==> src/rtl/cpu_pkg.sv <==
// Shared types and constants for the RV32I multi-cycle sequencer.
package cpu_pkg;

  typedef enum logic [2:0] {
    FETCH,
    DECODE,
    MEM,
    WB,
    FAULT
  } seq_state_t;

  localparam logic [1:0]  NPC_SEQ   = 2'b00;
  localparam logic [1:0]  NPC_REL   = 2'b01;
  localparam logic [1:0]  NPC_ABS   = 2'b11;
  localparam logic [31:0] NOP_INSTR = 32'h0000_0013;

  // Next PC from the decoder select; 2'b10 is treated as sequential.
  function automatic logic [31:0] next_pc(input logic [31:0] pc, input logic [1:0] sel,
                                          input logic [31:0] addr);
    logic [31:0] npc;
    case (sel)
      NPC_REL: npc = pc + addr;
      NPC_ABS: npc = addr;
      default: npc = pc + 32'd4;
    endcase
    return npc;
  endfunction

endpackage

==> src/rtl/seq_timeout_counter.sv <==
// Bus wait-cycle counter. o_expired flags the cycle in which a counted wait
// would make the count reach i_limit; a limit of 0 never expires.
module seq_timeout_counter #(
  parameter int unsigned WIDTH = 32
) (
  input  logic             clk,
  input  logic             i_reset,
  input  logic             i_clear,
  input  logic             i_cnt_en,
  input  logic [WIDTH-1:0] i_limit,
  output logic             o_expired
);

  logic [WIDTH-1:0] r_count;
  logic [WIDTH-1:0] w_count_inc;

  assign w_count_inc = r_count + WIDTH'(1);
  assign o_expired   = i_cnt_en && (i_limit != '0) && (w_count_inc == i_limit);

  // Count waiting cycles; cleared on reset and on every sequencer state change.
  always_ff @(posedge clk) begin
    if (i_reset || i_clear) begin
      r_count <= '0;
    end else if (i_cnt_en) begin
      r_count <= w_count_inc;
    end
  end

endmodule

==> src/rtl/cpu_sequencer.sv <==
// Multi-cycle control FSM for the RV32I core: owns PC and instruction register
// and shares the single memory port between fetch and load/store.
// Optional performance counters are built when SEQ_PERF_COUNTERS_EN is defined.
module cpu_sequencer
  import cpu_pkg::*;
#(
  parameter logic [31:0] RESET_PC       = 32'h0000_0000,
  parameter int unsigned TIMEOUT_CYCLES = 256
) (
  input  logic        clk,
  input  logic        reset_i,
  output logic        mem_req_o,
  input  logic        mem_ack_i,
  output logic        mem_we_o,
  output logic        mem_fetch_o,
  output logic [31:0] mem_addr_o,
  input  logic [31:0] mem_rdata_i,
  output logic [31:0] instr_o,
  output logic [31:0] pc_o,
  output logic        decoder_en_o,
  input  logic [1:0]  next_pc_sel_i,
  input  logic [31:0] addr_i,
  input  logic        addr_valid_i,
  input  logic        d_we_i,
  input  logic        reg_in_en_i,
  output logic        reg_we_o,
  output logic        load_capture_o,
  output logic        retire_o,
  output logic        fault_o
`ifdef SEQ_PERF_COUNTERS_EN
  ,
  output logic [63:0] cycle_count_o,
  output logic [63:0] instret_count_o
`endif
);

  seq_state_t  r_state;
  seq_state_t  w_state_d;
  logic [31:0] r_pc;
  logic [31:0] r_instr;
  logic        w_expired;
  logic        w_wait;

  assign pc_o    = r_pc;
  assign instr_o = r_instr;
  assign w_wait  = mem_req_o && !mem_ack_i;

  seq_timeout_counter #(
    .WIDTH(32)
  ) u_timeout (
    .clk      (clk),
    .i_reset  (reset_i),
    .i_clear  (w_state_d != r_state),
    .i_cnt_en (w_wait),
    .i_limit  (32'(TIMEOUT_CYCLES)),
    .o_expired(w_expired)
  );

  // Next-state and strobe decode; strobes are forced low while reset is asserted.
  always_comb begin
    w_state_d      = r_state;
    mem_req_o      = 1'b0;
    mem_we_o       = 1'b0;
    mem_fetch_o    = 1'b0;
    mem_addr_o     = r_pc;
    decoder_en_o   = 1'b0;
    reg_we_o       = 1'b0;
    load_capture_o = 1'b0;
    retire_o       = 1'b0;
    fault_o        = 1'b0;
    case (r_state)
      FETCH: begin
        mem_req_o   = 1'b1;
        mem_fetch_o = 1'b1;
        // Ack wins over a timeout in the same cycle.
        if (mem_ack_i) begin
          w_state_d = DECODE;
        end else if (w_expired) begin
          w_state_d = FAULT;
        end
      end
      DECODE: begin
        decoder_en_o = 1'b1;
        w_state_d    = addr_valid_i ? MEM : WB;
      end
      MEM: begin
        decoder_en_o = 1'b1;
        mem_req_o    = 1'b1;
        mem_we_o     = d_we_i;
        mem_addr_o   = addr_i;
        if (mem_ack_i) begin
          load_capture_o = !d_we_i;
          w_state_d      = WB;
        end else if (w_expired) begin
          w_state_d = FAULT;
        end
      end
      WB: begin
        decoder_en_o = 1'b1;
        reg_we_o     = reg_in_en_i;
        retire_o     = 1'b1;
        w_state_d    = FETCH;
      end
      FAULT: begin
        fault_o = 1'b1;
      end
      default: begin
        w_state_d = FAULT;
      end
    endcase
    if (reset_i) begin
      mem_req_o      = 1'b0;
      decoder_en_o   = 1'b0;
      reg_we_o       = 1'b0;
      load_capture_o = 1'b0;
      retire_o       = 1'b0;
    end
  end

  // State, PC and instruction register.
  always_ff @(posedge clk) begin
    if (reset_i) begin
      r_state <= FETCH;
      r_pc    <= RESET_PC;
      r_instr <= NOP_INSTR;
    end else begin
      r_state <= w_state_d;
      if (r_state == FETCH && mem_ack_i) begin
        r_instr <= mem_rdata_i;
      end
      if (r_state == WB) begin
        r_pc <= next_pc(r_pc, next_pc_sel_i, addr_i);
      end
    end
  end

`ifdef SEQ_PERF_COUNTERS_EN
  logic [63:0] r_cycle_count;
  logic [63:0] r_instret_count;

  // Free-running cycle and retired-instruction counters, wrapping at 2^64.
  always_ff @(posedge clk) begin
    if (reset_i) begin
      r_cycle_count   <= '0;
      r_instret_count <= '0;
    end else begin
      r_cycle_count <= r_cycle_count + 64'd1;
      if (retire_o) begin
        r_instret_count <= r_instret_count + 64'd1;
      end
    end
  end

  assign cycle_count_o   = r_cycle_count;
  assign instret_count_o = r_instret_count;
`endif

endmodule
==> config.mk <==
export PLATFORM = sky130hd
export DESIGN_NAME = cpu_sequencer
export DESIGN_NICKNAME = d
export VERILOG_FILES = /design/src/rtl/cpu_pkg.sv /design/src/rtl/seq_timeout_counter.sv /design/src/rtl/cpu_sequencer.sv
export SDC_FILE = /design/constraint.sdc
export NUM_CORES = 1
export LEC_CHECK = 0
export ABC_AREA = 1
export BUFFER_PORTS_ARGS = -buffer_cell sky130_fd_sc_hd__buf_2
export CAP_MARGIN = 20
export CORE_UTILIZATION = 40
export DETAILED_ROUTE_END_ITERATION = 12
export GPL_TIMING_DRIVEN = 1
export PLACE_DENSITY = 0.71
export SKIP_LAST_GASP = 1
export SYNTH_ARGS = -nofsm -noshare
export SYNTH_HDL_FRONTEND = slang
export SYNTH_SLANG_ARGS = --single-unit
==> constraint.sdc <==
create_clock -name clk -period 3.1 [get_ports clk]
set_clock_uncertainty 0.2 [all_clocks]
set_input_delay 0.31 -clock clk [delete_from_list [all_inputs] [get_ports clk]]
set_output_delay 0.31 -clock clk [all_outputs]
set_load 0.02 [all_outputs]
==> results.toml <==
[yosys]
ys_seq_elements = 99
netlist-cell-type-count = 41
number_of_synthesized_flops_with_an_enable_pin = 0
prevailing_post_synth_register_cell = "dfxtp_1"
ys_seq_area_share_pct = 24.8
synthCells = 1350
yosys_warnings = 0
post_synth_instance_area_um2 = 7990
ys_async_rst_share_pct = 0
synthesis.area_per_instance_um2 = 5.92
postSynthNetCount = 1457

[clock_network]
postCtsResizedCells = 0
cts_buffer_depth = 2
cts.root.buffer_cell = "clkbuf_16"
post_cts_hold_buffer_count = 32
cts_setup_buffers = 0
clkLatencyLatePin_ns = 0.36
htreeDepth = 3
cts_clk_pin_slew_worst_paths_ns = 0.09
cts-buffers-inserted = 9
tritoncts = "built"
cts_num_sinks = 99

[worst_setup_path]
criticalPathCategory = "reg -> reg"
critical_path.reg2reg.endpoint = "u_timeout.r_count[20]"
r2r_slack_ns = 0.31
worst-endpoint-arrival_ns = 2.83
cp.required_ns = 3.14
crit_fanout = 32
worst_setup_path_startpoint = "u_timeout.r_count[1]"
reg2reg_from = "u_timeout.r_count[1]"
critical_path.startpoint_type = "register"
critical_path.endpoint_type = "register"
timing.reg2reg.worst_path_depth = 14

[sta]
final.setup.tns_ns = 0
final.min_clock_period_ns = 2.79
maxClockFrequency_mhz = 358
total_count_of_hold_check_failures_in_the_final_report = 0
timing.final.max_slew_violations = 0
finalHoldWorstSlack_ns = 0.0330
timing.final.crit_share_pct = 90.0
grt_setup_unrepaired = "no"
setup_violations = 0
slew_headroom_pct = 31.7
setup_ws_ns = 0.310
worst-slew-pin-transition_ns = 1.02

[detailed_routing]
wl_per_cell_um = 15.7
drc_errors = 0
routed_wl_um = 28600
postRouteAntennaNets = 0
viasPerCell = 5.34
vias = 9719
drt_iter0_markers = 902
first_pass_iters = 7

[cells_and_area]
layout_fillers = 2040
final_cell_mix = "323 x nand2_1, 215 x nor2_1, 175 x buf_2"
layout.nets = 1656
fin_util_pct = 50.4
most_common_cell_after_layout_fill_and_taps_aside = "nand2_1"
antenna_cells_inserted = 0
layout-area-overhead-vs-synth_pct = 23.1
drive_gt1_share_pct = 16.1

[placement]
dpl_worst_slack_ns = 0.332
dp.final_hpwl_um = 21800
io_buffers = 175
place_congestion = 0.991

[min_path]
hold_end = "r_state[0]"
min_path_cells = 4
hold_class = "in -> reg"
worst_hold_startpoint = "addr_valid_i"

[floorplan]
std_cell_rows = 51
die-height_um = 143
fp.coreArea_um2 = 19500
floorplan.initialDensity_pct = 40.9
chipWidth_um = 143
fp.dieArea_um2 = 20500
io_pins = 176

[grt]
globalRouteOverflowTotal = 0
gr-usage-all-layers_pct = 27.8
via_count_of_the_first_global_routing_pass = 8546
grt_max_degree = 52
first_pass_grt_wire_length_um = 44400
antenna_found_initial = 0

[job]
drv.max_cap_violation_count = 0

[pwr]
total_leakage_power_uw = 0.00451
finalPower_uw = 3390
power.density_nw_per_um2 = 345
vdd_ir_drop_max_v = 0.000226

[outcome]
outcome = "finished clean"
## worst max-delay path, cell delays in order (launching register included)
cell and delay (ns):
dfxtp_1 0.40, ha_1 0.24, nand2_2 0.08, nor2_4 0.20
nand2_2 0.10, o21ai_0 0.17, nand2_1 0.08, nor2_1 0.12
nand2_1 0.08, nor3_2 0.20, nand3_2 0.16, nand2_2 0.10
nand3_2 0.08, nand2_4 0.35, nor2_1 0.08
## worst max path at each step
stage | to | slack (ns) | depth (start not counted)
2_1_floorplan | pc_o[30] | 0.63 | 12
3_3_place_gp | pc_o[18] | 0.37 | 15
3_5_place_dp | u_timeout.r_count[20] | 0.33 | 14
4_1_cts | u_timeout.r_count[20] | 0.34 | 14
5_1_grt | pc_o[26] | 0.02 | 16
6_report | u_timeout.r_count[20] | 0.31 | 14
## synthesized netlist by cell type, types with 4 or more instances
| library cell | count | area share [%] |
|---|---|---|
| clkbuf_1 | 38 | 1.8 |
| o21ai_1 | 4 | 0.25 |
| a221oi_1 | 10 | 1.1 |
| nor4_1 | 5 | 0.39 |
| a21oi_1 | 117 | 7.3 |
| xnor2_1 | 4 | 0.44 |
| a21o_1 | 6 | 0.56 |
| nand4_1 | 16 | 1.3 |
| o21bai_1 | 7 | 0.66 |
| nor2_2 | 16 | 1.3 |
| o21ai_0 | 129 | 8.1 |
| nand3b_1 | 10 | 0.94 |
| nor3_1 | 23 | 1.4 |
| nand2_1 | 323 | 15 |
| nand3_1 | 73 | 4.6 |
| or2_2 | 6 | 0.47 |
| a31oi_1 | 14 | 1.1 |
| inv_1 | 144 | 6.8 |
| xor2_1 | 21 | 2.3 |
| nor2_1 | 216 | 10 |
| ha_1 | 34 | 5.3 |
| dfxtp_1 | 99 | 25 |
| o211ai_1 | 5 | 0.47 |
## metal layers
metal  vias up  wire length (µm)  track usage, %
met2       407             12800            45.0
met1      4411             12700            36.6
met4         0               748            10.8
li1       4848                 -               -
met3        53              2400            4.83
met5         -                 0               0
## power breakdown
part / internal (µW) / leakage, µW / switching, µW
clock: 583 / 0.000152 / 628
sequential: 1330 / 0.000807 / 49.7
combinational: 267 / 0.00355 / 533
total: 2180 / 0.00451 / 1210
## sequential cells by signal (all words and copies together), names as in the netlist
name               cells
instr_o               32
pc_o                  32
r_state                3
u_timeout.r_count     32
## area by class of cell
type | instances | area [µm²] | share of cell area, %
Clock buffer | 9 | 225 | 2.29
Clock inverter | 7 | 88.8 | 0.903
Timing Repair Buffer | 230 | 1370 | 13.9
Multi-Input combinational cell | 1064 | 5300 | 53.8
Tap cell | 265 | 332 | 3.37
Sequential cell | 99 | 1980 | 20.1
Inverter | 145 | 544 | 5.53
## cell families (layout without fill, tap and decap cells)
group | count (synthesis) | after routing | synth area share [%]
XOR/XNOR | 25 | 25 | 2.74
multiplexers | 1 | 1 | 0.125
flip-flops | 99 | 99 | 24.8
AND/OR/NAND/NOR | 699 | 699 | 36.9
adder cells (fa/ha/maj) | 35 | 35 | 5.57
AO/OA/AOI/OAI | 304 | 304 | 20.8
buffers and inverters | 187 | 391 | 9.08
## stage by stage
| step | area (µm²) | instances |
|---|---|---|
| after detailed placement | 9200 | 1771 |
| after floorplan | 7990 | 1350 |
| after global placement | 9200 | 1771 |
| after CTS | 9840 | 1819 |
| after global routing | 9840 | 1819 |
| final | 9840 | 1819 |
Power figures use the tool's default switching activity.
